$ cat src/rtl/time_display_mux.sv
// Four-digit multiplexed 7-segment driver for a packed 12-hour time value.
// Each frame snapshots the time once, then scans DIG3..DIG0 from that snapshot.
module time_display_mux #(
    parameter int unsigned SCAN_TICKS = 2,
    parameter int unsigned BLANK_LEAD = 1
) (
    input  logic        kh_clk,
    input  logic        reset,
    input  logic [26:0] disp_time,
    input  logic        show_sec,
    output logic [3:0]  an,
    output logic [6:0]  seg,
    output logic        dp,
    output logic        pm_led
);

    localparam int unsigned CNT_W  = 4;
    localparam int unsigned SNAP_W = 28;
    localparam logic [6:0]  GLYPH_DASH  = 7'h3F;
    localparam logic [6:0]  GLYPH_BLANK = 7'h7F;

    typedef enum logic [2:0] {
        LATCH = 3'd0,
        DIG3  = 3'd1,
        DIG2  = 3'd2,
        DIG1  = 3'd3,
        DIG0  = 3'd4
    } state_t;

    state_t              r_state;
    state_t              w_state_nxt;
    logic [CNT_W-1:0]    r_cnt;
    logic [CNT_W-1:0]    w_cnt_nxt;
    logic [SNAP_W-1:0]   r_snap;
    logic [SNAP_W-1:0]   w_src;

    logic [3:0]  r_an;
    logic [6:0]  r_seg;
    logic        r_dp;
    logic        r_pm;
    logic [3:0]  w_an_nxt;
    logic [6:0]  w_seg_nxt;
    logic        w_dp_nxt;

    logic [3:0]  w_hour;
    logic [5:0]  w_min;
    logic [5:0]  w_sec;
    logic        w_pm;
    logic [9:0]  w_ms;
    logic        w_show_sec;
    logic        w_valid;
    logic [5:0]  w_left;
    logic [5:0]  w_right;
    logic [7:0]  w_left_bcd;
    logic [7:0]  w_right_bcd;
    logic [6:0]  w_glyph3;
    logic [6:0]  w_glyph2;
    logic [6:0]  w_glyph1;
    logic [6:0]  w_glyph0;

    // Binary 0..63 to {tens, units} by repeated subtraction (at most 6 steps).
    function automatic logic [7:0] to_bcd(input logic [5:0] v);
        logic [3:0] tens;
        logic [5:0] rem;
        tens = 4'd0;
        rem  = v;
        for (int i = 0; i < 6; i++) begin
            if (rem >= 6'd10) begin
                rem  = rem - 6'd10;
                tens = tens + 4'd1;
            end
        end
        return {tens, rem[3:0]};
    endfunction

    function automatic logic [6:0] glyph(input logic [3:0] d);
        case (d)
            4'd0:    glyph = 7'h40;
            4'd1:    glyph = 7'h79;
            4'd2:    glyph = 7'h24;
            4'd3:    glyph = 7'h30;
            4'd4:    glyph = 7'h19;
            4'd5:    glyph = 7'h12;
            4'd6:    glyph = 7'h02;
            4'd7:    glyph = 7'h78;
            4'd8:    glyph = 7'h00;
            4'd9:    glyph = 7'h10;
            default: glyph = GLYPH_BLANK;
        endcase
    endfunction

    // State and dwell counter.
    always_ff @(posedge kh_clk or negedge reset) begin
        if (!reset) begin
            r_state <= LATCH;
            r_cnt   <= '0;
        end else begin
            r_state <= w_state_nxt;
            r_cnt   <= w_cnt_nxt;
        end
    end

    always_comb begin
        w_state_nxt = r_state;
        w_cnt_nxt   = r_cnt + CNT_W'(1);
        if ((r_state == LATCH) || (r_cnt == CNT_W'(SCAN_TICKS - 1))) begin
            w_cnt_nxt = '0;
            case (r_state)
                LATCH:   w_state_nxt = DIG3;
                DIG3:    w_state_nxt = DIG2;
                DIG2:    w_state_nxt = DIG1;
                DIG1:    w_state_nxt = DIG0;
                default: w_state_nxt = LATCH;
            endcase
        end
    end

    // Snapshot is taken on the edge leaving LATCH; DIG3 decodes the incoming value.
    always_ff @(posedge kh_clk or negedge reset) begin
        if (!reset) begin
            r_snap <= '0;
        end else if (r_state == LATCH) begin
            r_snap <= {show_sec, disp_time};
        end
    end

    assign w_src = (r_state == LATCH) ? {show_sec, disp_time} : r_snap;

    always_comb begin
        w_show_sec  = w_src[27];
        w_hour      = w_src[26:23];
        w_min       = w_src[22:17];
        w_sec       = w_src[16:11];
        w_pm        = w_src[10];
        w_ms        = w_src[9:0];
        w_valid     = (w_hour != 4'd0) && (w_hour <= 4'd12) && (w_min <= 6'd59)
                   && (w_sec <= 6'd59) && (w_ms <= 10'd999);
        w_left      = w_show_sec ? w_min : {2'b00, w_hour};
        w_right     = w_show_sec ? w_sec : w_min;
        w_left_bcd  = to_bcd(w_left);
        w_right_bcd = to_bcd(w_right);
        w_glyph3    = glyph(w_left_bcd[7:4]);
        w_glyph2    = glyph(w_left_bcd[3:0]);
        w_glyph1    = glyph(w_right_bcd[7:4]);
        w_glyph0    = glyph(w_right_bcd[3:0]);
        if ((BLANK_LEAD != 0) && (w_left_bcd[7:4] == 4'd0)) begin
            w_glyph3 = GLYPH_BLANK;
        end
        if (!w_valid) begin
            w_glyph3 = GLYPH_DASH;
            w_glyph2 = GLYPH_DASH;
            w_glyph1 = GLYPH_DASH;
            w_glyph0 = GLYPH_DASH;
        end
    end

    // Outputs are decoded for the state being entered so they line up with it.
    always_comb begin
        w_an_nxt  = 4'hF;
        w_seg_nxt = GLYPH_BLANK;
        w_dp_nxt  = 1'b1;
        case (w_state_nxt)
            DIG3: begin
                w_an_nxt  = 4'b0111;
                w_seg_nxt = w_glyph3;
            end
            DIG2: begin
                w_an_nxt  = 4'b1011;
                w_seg_nxt = w_glyph2;
                w_dp_nxt  = !(w_valid && (w_ms < 10'd500));
            end
            DIG1: begin
                w_an_nxt  = 4'b1101;
                w_seg_nxt = w_glyph1;
            end
            DIG0: begin
                w_an_nxt  = 4'b1110;
                w_seg_nxt = w_glyph0;
            end
            default: begin
                w_an_nxt  = 4'hF;
                w_seg_nxt = GLYPH_BLANK;
            end
        endcase
    end

    always_ff @(posedge kh_clk or negedge reset) begin
        if (!reset) begin
            r_an  <= 4'hF;
            r_seg <= GLYPH_BLANK;
            r_dp  <= 1'b1;
            r_pm  <= 1'b0;
        end else begin
            r_an  <= w_an_nxt;
            r_seg <= w_seg_nxt;
            r_dp  <= w_dp_nxt;
            if (r_state == LATCH) begin
                r_pm <= w_valid & w_pm;
            end
        end
    end

    assign an     = r_an;
    assign seg    = r_seg;
    assign dp     = r_dp;
    assign pm_led = r_pm;

endmodule

$ cat config.mk
export PLATFORM = sky130hd
export DESIGN_NAME = time_display_mux
export DESIGN_NICKNAME = d
export VERILOG_FILES = /design/src/rtl/time_display_mux.sv
export SDC_FILE = /design/constraint.sdc
export NUM_CORES = 1
export LEC_CHECK = 0
export CAP_MARGIN = 20
export CORE_MARGIN = 2
export CORE_UTILIZATION = 50
export DETAILED_ROUTE_END_ITERATION = 10
export HOLD_SLACK_MARGIN = 0.05
export PLACE_DENSITY_LB_ADDON = 0.2
export SLEW_MARGIN = 20
export SYNTH_ARGS = -nofsm -noshare
export SYNTH_HDL_FRONTEND = slang
export SYNTH_SLANG_ARGS = --single-unit
$ cat constraint.sdc
create_clock -name kh_clk -period 20.5 [get_ports kh_clk]
set_input_delay 3.075 -clock kh_clk [delete_from_list [all_inputs] [get_ports kh_clk]]
set_output_delay 3.075 -clock kh_clk [all_outputs]
set_load 0.05 [all_outputs]
==> metrics.yaml, run 1 <==
power_and_ir_drop:
  combPwrFrac_pct: 72.3
  p_seq_share_pct: 16.4
  total_power_mw: 0.657
  p_leak_nw: 2.57
  p_sw_share_pct: 48.8
  irDropWorstVdd_mv: 0.0752
  pwr-share-clk_pct: 11.3
  p_int_mw: 0.336
  net-switching-power_mw: 0.321
  powerDensity_nw_per_um2: 108
clock_tree:
  cts_hold_buf: 0
  cts.htree.levels: 2
  cts.sinks: 45
  cts_tree: "built"
  clk_pin_slew_ns: 0.09
  ctsRootBufferMaster: "clkbuf_8"
  cts_buffers: 5
  max-clock-path-buffers: 2
  clk_latency_ns: 0.31
  cts-resized-gates: 0
  cts_setup_buffers: 0
final_layout:
  final_cell_mix: "nand2_1, nor2_1, mux2i_1"
  fin_nets: 773
  drive_gt1_share_pct: 11.9
  insertedDiodeCount: 0
  area_growth_pct: 8.96
  utilization_pct: 56.1
  fillers: 1006
  layout_commonest_cell: "nand2_1"
  instances_no_fill: 845
global_route:
  grt_max_degree: 46
  overflow: 0
  grtUsageTotal_pct: 23.3
  grt_pass1_vias: 4717
  grt_pass1_wl_um: 22700
  grt_antenna_before_repair: 0
yosys:
  ys.flop_type: "dfrtp_1"
  yosys.cell_types.count: 98
  synth_compound_area_share_pct: 23.8
  mappedNetlistNets: 752
  syn_area_um2: 5600
  synth_xor_area_share_pct: 5.41
  synth.top_cell.area_share_pct: 14.7
  muxShareOfSynthArea_pct: 14.3
  ys_ff_latch: 45
  synth_top_family_by_area: "compound AO/OA/AOI/OAI gates"
  synthTopCellsByArea: "dfrtp_1, ha_1, mux2i_1"
  yosysWarnings: 0
  synth.largest_area_cell: "dfrtp_1"
  syn_area_per_cell_um2: 8.20
  synth_cells: 683
  ys_seq_area_share_pct: 20.4
  yosys.area_share.adder_pct: 8.71
  synthArstFlopShare_pct: 100
  synth_edf_count: 0
  yosys.area_share.simple_pct: 21.1
die:
  start_util_pct: 51.4
  die_y_um: 110
  io_pins: 43
  core_area_um2: 10900
  design.die.area_um2: 12100
  num_rows: 38
  fp.dieW_um: 110
detailed_routing:
  vias: 5149
  dr.pass1.iters: 5
  viasPerCell: 6.09
  drc: 0
  wire_per_inst_um: 16.1
  drt_wl_total_um: 13600
  ant_nets: 0
  dr.first_iter.drc_count: 297
sta:
  rsz0062_at_grt: "false"
  relSlewSlack_pct: 47.6
  slew_violations: 0
  worstMarginPinSlew_ns: 0.764
  max_freq_ghz: 0.0962
  fin_crit_sh_pct: 50.7
  fin_setup_tns_ns: 0
  hold_ws_ns: 0.478
  hold_viol: 0
  setup_violations: 0
  fin_skew_ns: 0.00925
  post-route-min-period_ns: 10.40
worst_setup_path:
  start_kind: "input port"
  crit_buf_inv: 1
  end_kind: "flop"
  arrival_ns: 10.63
  crit_path_frequent_cell: "nand2_1"
  crit_type: "in2reg"
  path_max_fanout: 14
  cp_top_family: "compound AO/OA/AOI/OAI gates"
  cp_slowest_cell: "clkdlybuf4s50_1"
  cp.required_ns: 20.74
  regToRegSetupSlack_ns: 12.83
  max_stage_delay_ns: 0.91
placed_design:
  place_congestion: 0.884
  placement.io_buffers: 40
  place_hpwl_um: 10300
  dp_cells: 837
worst_hold_path:
  hold_path.class: "reg2reg"
run_status:
  status: "completed"
flow_run:
  max_cap_violations: 0
worst paths after layout:
kind                                 start         to  cells after the start
worst max-delay path              show_sec     seg[3]                     26
worst min-delay path             r_snap[2]  r_snap[2]                      2
worst max register to register  r_state[1]     seg[3]                     26
worst min register to register   r_snap[2]  r_snap[2]                      2
max in group asynchronous            reset     seg[4]                      1
min in group asynchronous            reset  r_snap[3]                      1
sequential cells by signal (all words and copies together), names as in the netlist:
signal	count
r_snap	25
seg	7
an	4
r_cnt	4
r_state	3
dp	1
pm_led	1
layer usage:
layer | vias to the layer above | share of wire (%) | track usage (%)
li1 | 2552 | - | -
met1 | 2474 | 48 | 31.9
met2 | 110 | 47 | 39.4
met3 | 13 | 3.6 | 2.19
met4 | 0 | 1.3 | 5.33
met5 | - | 0 | 0
tightest hold or removal path, delay by kind of cell (launching register included):
| family | cells | cell delay [ns] |
|---|---|---|
| AND/OR/NAND/NOR | 2 | 0.12 |
| flip-flops | 1 | 0.33 |
power groups by stage:
stage	Sequential [mW]	Clock, mW	Combinational (mW)
after CTS	0.108	0.0763	0.472
after global placement	0.109	0	0.457
after detailed placement	0.110	0	0.467
final	0.108	0.0746	0.475
after floorplan	0.134	0	0.351
after global routing	0.109	0.0797	0.528
cell families after synthesis:
kind of cell    Yosys count
mux                      72
compound gates          181
buf+inv                  65
flops                    45
xor+xnor                 33
fa+ha+maj                39
simple gates            248
per-stage QoR:
step	worst slack [ns]	instance area [um2]
6_report	10.10	6100
5_1_grt	9.58	6100
4_1_cts	10.11	6100
3_5_place_dp	9.83	5980
3_3_place_gp	9.93	5980
2_1_floorplan	11.10	5600
synth_stat cells, drive strengths merged (4+ instances only):
master and count:
nand2 100, nor2 49, mux2i 48, a21oi 42
ha 39, o21ai 39, inv 35, dfrtp 33
mux2 24, xnor2 23, nand3 22, buf 15
nor3 15, clkbuf 13, dfstp 12, a31oi 9
xor2 9, a211oi 8, nand4 7, o211ai 7
o22ai 7, or2 7, nand2b 6, nor4 6
or3 6, or4 6, and2 5, o31ai 5
a221oi 4, a22oi 4, o21a 4, o31a 4
cell type report:
class	instances	area (um2)	area share, %
multi-input cells	573	4110	67.3
clock buffers	6	82.6	1.35
repair buffers	43	420	6.89
clock inverters	2	41.3	0.677
inverters	36	135	2.21
well taps	140	175	2.87
flip-flops and latches	45	1140	18.7
No activity file was read; power rests on OpenSTA's default activity.
==> inputs of run 2 (changes only) <==
==> constraint.sdc (replaced) <==
create_clock -name kh_clk -period 8.5 [get_ports kh_clk]
set_input_delay 1.275 -clock kh_clk [delete_from_list [all_inputs] [get_ports kh_clk]]
set_output_delay 1.275 -clock kh_clk [all_outputs]
set_load 0.05 [all_outputs]
==> metrics.yaml, run 2 (synthesis gave the netlist of run 1 again) <==
run_status:
  status: "completed"
worst_hold_path:
  min_from: "r_snap[7]"
  hold_depth: 2  # unchanged
  hold_path.class: "reg2reg"
clock_tree:
  cts.htree.levels: 2  # unchanged
  cts_setup_buffers: 0  # unchanged
  clk_pin_slew_ns: 0.09  # about the same
  max-clock-path-buffers: 2  # unchanged
  cts_hold_buf: 0  # unchanged
  cts-resized-gates: 0  # unchanged
  cts.sinks: 45  # unchanged
  cts_tree: "built"
  clk_latency_ns: 0.31  # about the same
  cts_buffers: 5  # unchanged
  ctsRootBufferMaster: "clkbuf_8"
placed_design:
  place_hpwl_um: 10900  # +5.0%
  dpl_worst_slack_ns: 0.564  # -9.26 ns
  place_congestion: 0.902  # +2.0%
  dp_cells: 848  # +1.3%
  dpl_cell_area_um2: 6060  # +1.4%
  placement.io_buffers: 40  # unchanged
detailed_routing:
  drc: 0  # unchanged
  dr.pass1.iters: 5  # unchanged
  vias: 5179  # +0.58%
  viasPerCell: 6.05  # -0.71%
  drt_wl_total_um: 13900  # +2.6%
  ant_nets: 0  # unchanged
  wire_per_inst_um: 16.3  # +1.3%
  dr.first_iter.drc_count: 373  # +26%
power_and_ir_drop:
  p_leak_nw: 2.62  # +2.1%
  irDropWorstVdd_mv: 0.182  # +140%
  total_power_mw: 1.60  # +140%
  powerDensity_nw_per_um2: 259  # +140%
worst_setup_path:
  worst_r2r_startpoint: "r_state[1]"
  cp-startpoint: "show_sec"
  cp_slowest_cell: "clkdlybuf4s50_1"
  end_kind: "flop"
  reg2reg_depth: 25  # -3.8%
  path_max_fanout: 13  # -1
  cp.required_ns: 8.74  # -12.00 ns
  crit_type: "in2reg"
  crit_cells: 26  # unchanged
  max_stage_delay_ns: 0.59  # -0.32 ns
  crit_path_frequent_cell: "nand2_1"
  start_kind: "input port"
  crit_buf_inv: 1  # unchanged
  cp_top_family: "compound AO/OA/AOI/OAI gates"
  arrival_ns: 7.89  # -2.74 ns
sta:
  relSlewSlack_pct: 30.9  # -17 points
  worstMarginPinSlew_ns: 1.03  # +0.267 ns
  slew_violations: 0  # unchanged
  fin_skew_ns: 0.0127  # +0.00348 ns
  setup_violations: 0  # unchanged
  finalWorstSetupSlack_ns: 0.847  # -9.26 ns
  max_freq_ghz: 0.131
  rsz0062_at_grt: "false"
  fin_setup_tns_ns: 0  # unchanged
  post-route-min-period_ns: 7.65
  hold_viol: 0  # unchanged
  fin_crit_sh_pct: 90.0
global_route:
  grt_antenna_before_repair: 0  # unchanged
  grtUsageTotal_pct: 24.0  # +0.72 points
  grt_pass1_vias: 4899  # +3.9%
  grt_max_degree: 46  # unchanged
  grt_pass1_wl_um: 23400  # +3.1%
  overflow: 0  # unchanged
final_layout:
  largest_reg_flops: 25  # unchanged
  insertedDiodeCount: 0  # unchanged
  regMostFlops: "r_snap"
  final_cell_mix: "nand2_1, nor2_1, mux2i_1"
  instances_no_fill: 856  # +1.3%
  fillers: 1006  # unchanged
  area_growth_pct: 10.4
  seq_area_um2: 1140  # unchanged
  layout_commonest_cell: "nand2_1"
  finalInstanceArea_um2: 6190  # +1.4%
  multi_input_area_um2: 4110  # unchanged
  drive_gt1_share_pct: 13.3  # +1.4 points
  fin_nets: 784  # +1.4%
die:
  fp.dieW_um: 110  # unchanged
  core_area_um2: 10900  # unchanged
  start_util_pct: 51.4  # unchanged
  design.die.area_um2: 12100  # unchanged
  num_rows: 38  # unchanged
  io_pins: 43  # unchanged
  die_y_um: 110  # unchanged
flow_run:
  max_cap_violations: 0  # unchanged
==> run 2: cell count changes in the layout (fill, tap and decap cells not counted) <==
cell | previous run | this run
buf_4 | 4 | 15
==> run 2: metal layers <==
| metal | track usage [%] | up-vias | share of wire [%] |
|---|---|---|---|
| met1 | 32.9 | 2487 | 47 |
| met2 | 40.4 | 106 | 48 |
| met3 | 2.73 | 9 | 4.1 |
| met5 | 0 | - | 0 |
| met4 | 5.42 | 0 | 0.95 |
| li1 | - | 2577 | - |
==> run 2: stage by stage <==
step,util [%],hold WS [ns]
global route,56.8,0.505
detailed placement,55.7,0.455
global placement,55.7,0.447
floorplan,-,0.434
CTS,56.8,0.478
finish,56.8,0.476
==> run 2: path summary, 6_finish.rpt <==
| kind | end | slack (ns) |
|---|---|---|
| worst max-delay path | seg[3] | 0.85 |
| min in group asynchronous | r_snap[2] | 0.94 |
| worst max register to register | seg[3] | 1.25 |
| worst min-delay path | r_snap[7] | 0.48 |
| max in group asynchronous | seg[4] | 7.14 |
| worst min register to register | r_snap[7] | 0.48 |
==> run 2: tightest hold or removal path: stages, from the launching register on <==
cell and delay [ns]:
dfrtp_1 0.33, nand2_1 0.05, nand2_1 0.07
==> run 2: power breakdown <==
group | switching (mW) | internal, mW | leakage [nW]
Combinational | 0.685 | 0.480 | 2.04
Sequential | 0.00881 | 0.250 | 0.519
Clock | 0.0828 | 0.0978 | 0.0633
Total | 0.776 | 0.828 | 2.62
==> run 2: layout make-up <==
class,instances,share of cell area [%]
Sequential cell,45,18.4
Inverter,36,2.18
Timing Repair Buffer,54,8.13
Tap cell,140,2.83
Clock inverter,2,0.667
Clock buffer,6,1.33
Multi-Input combinational cell,573,66.4
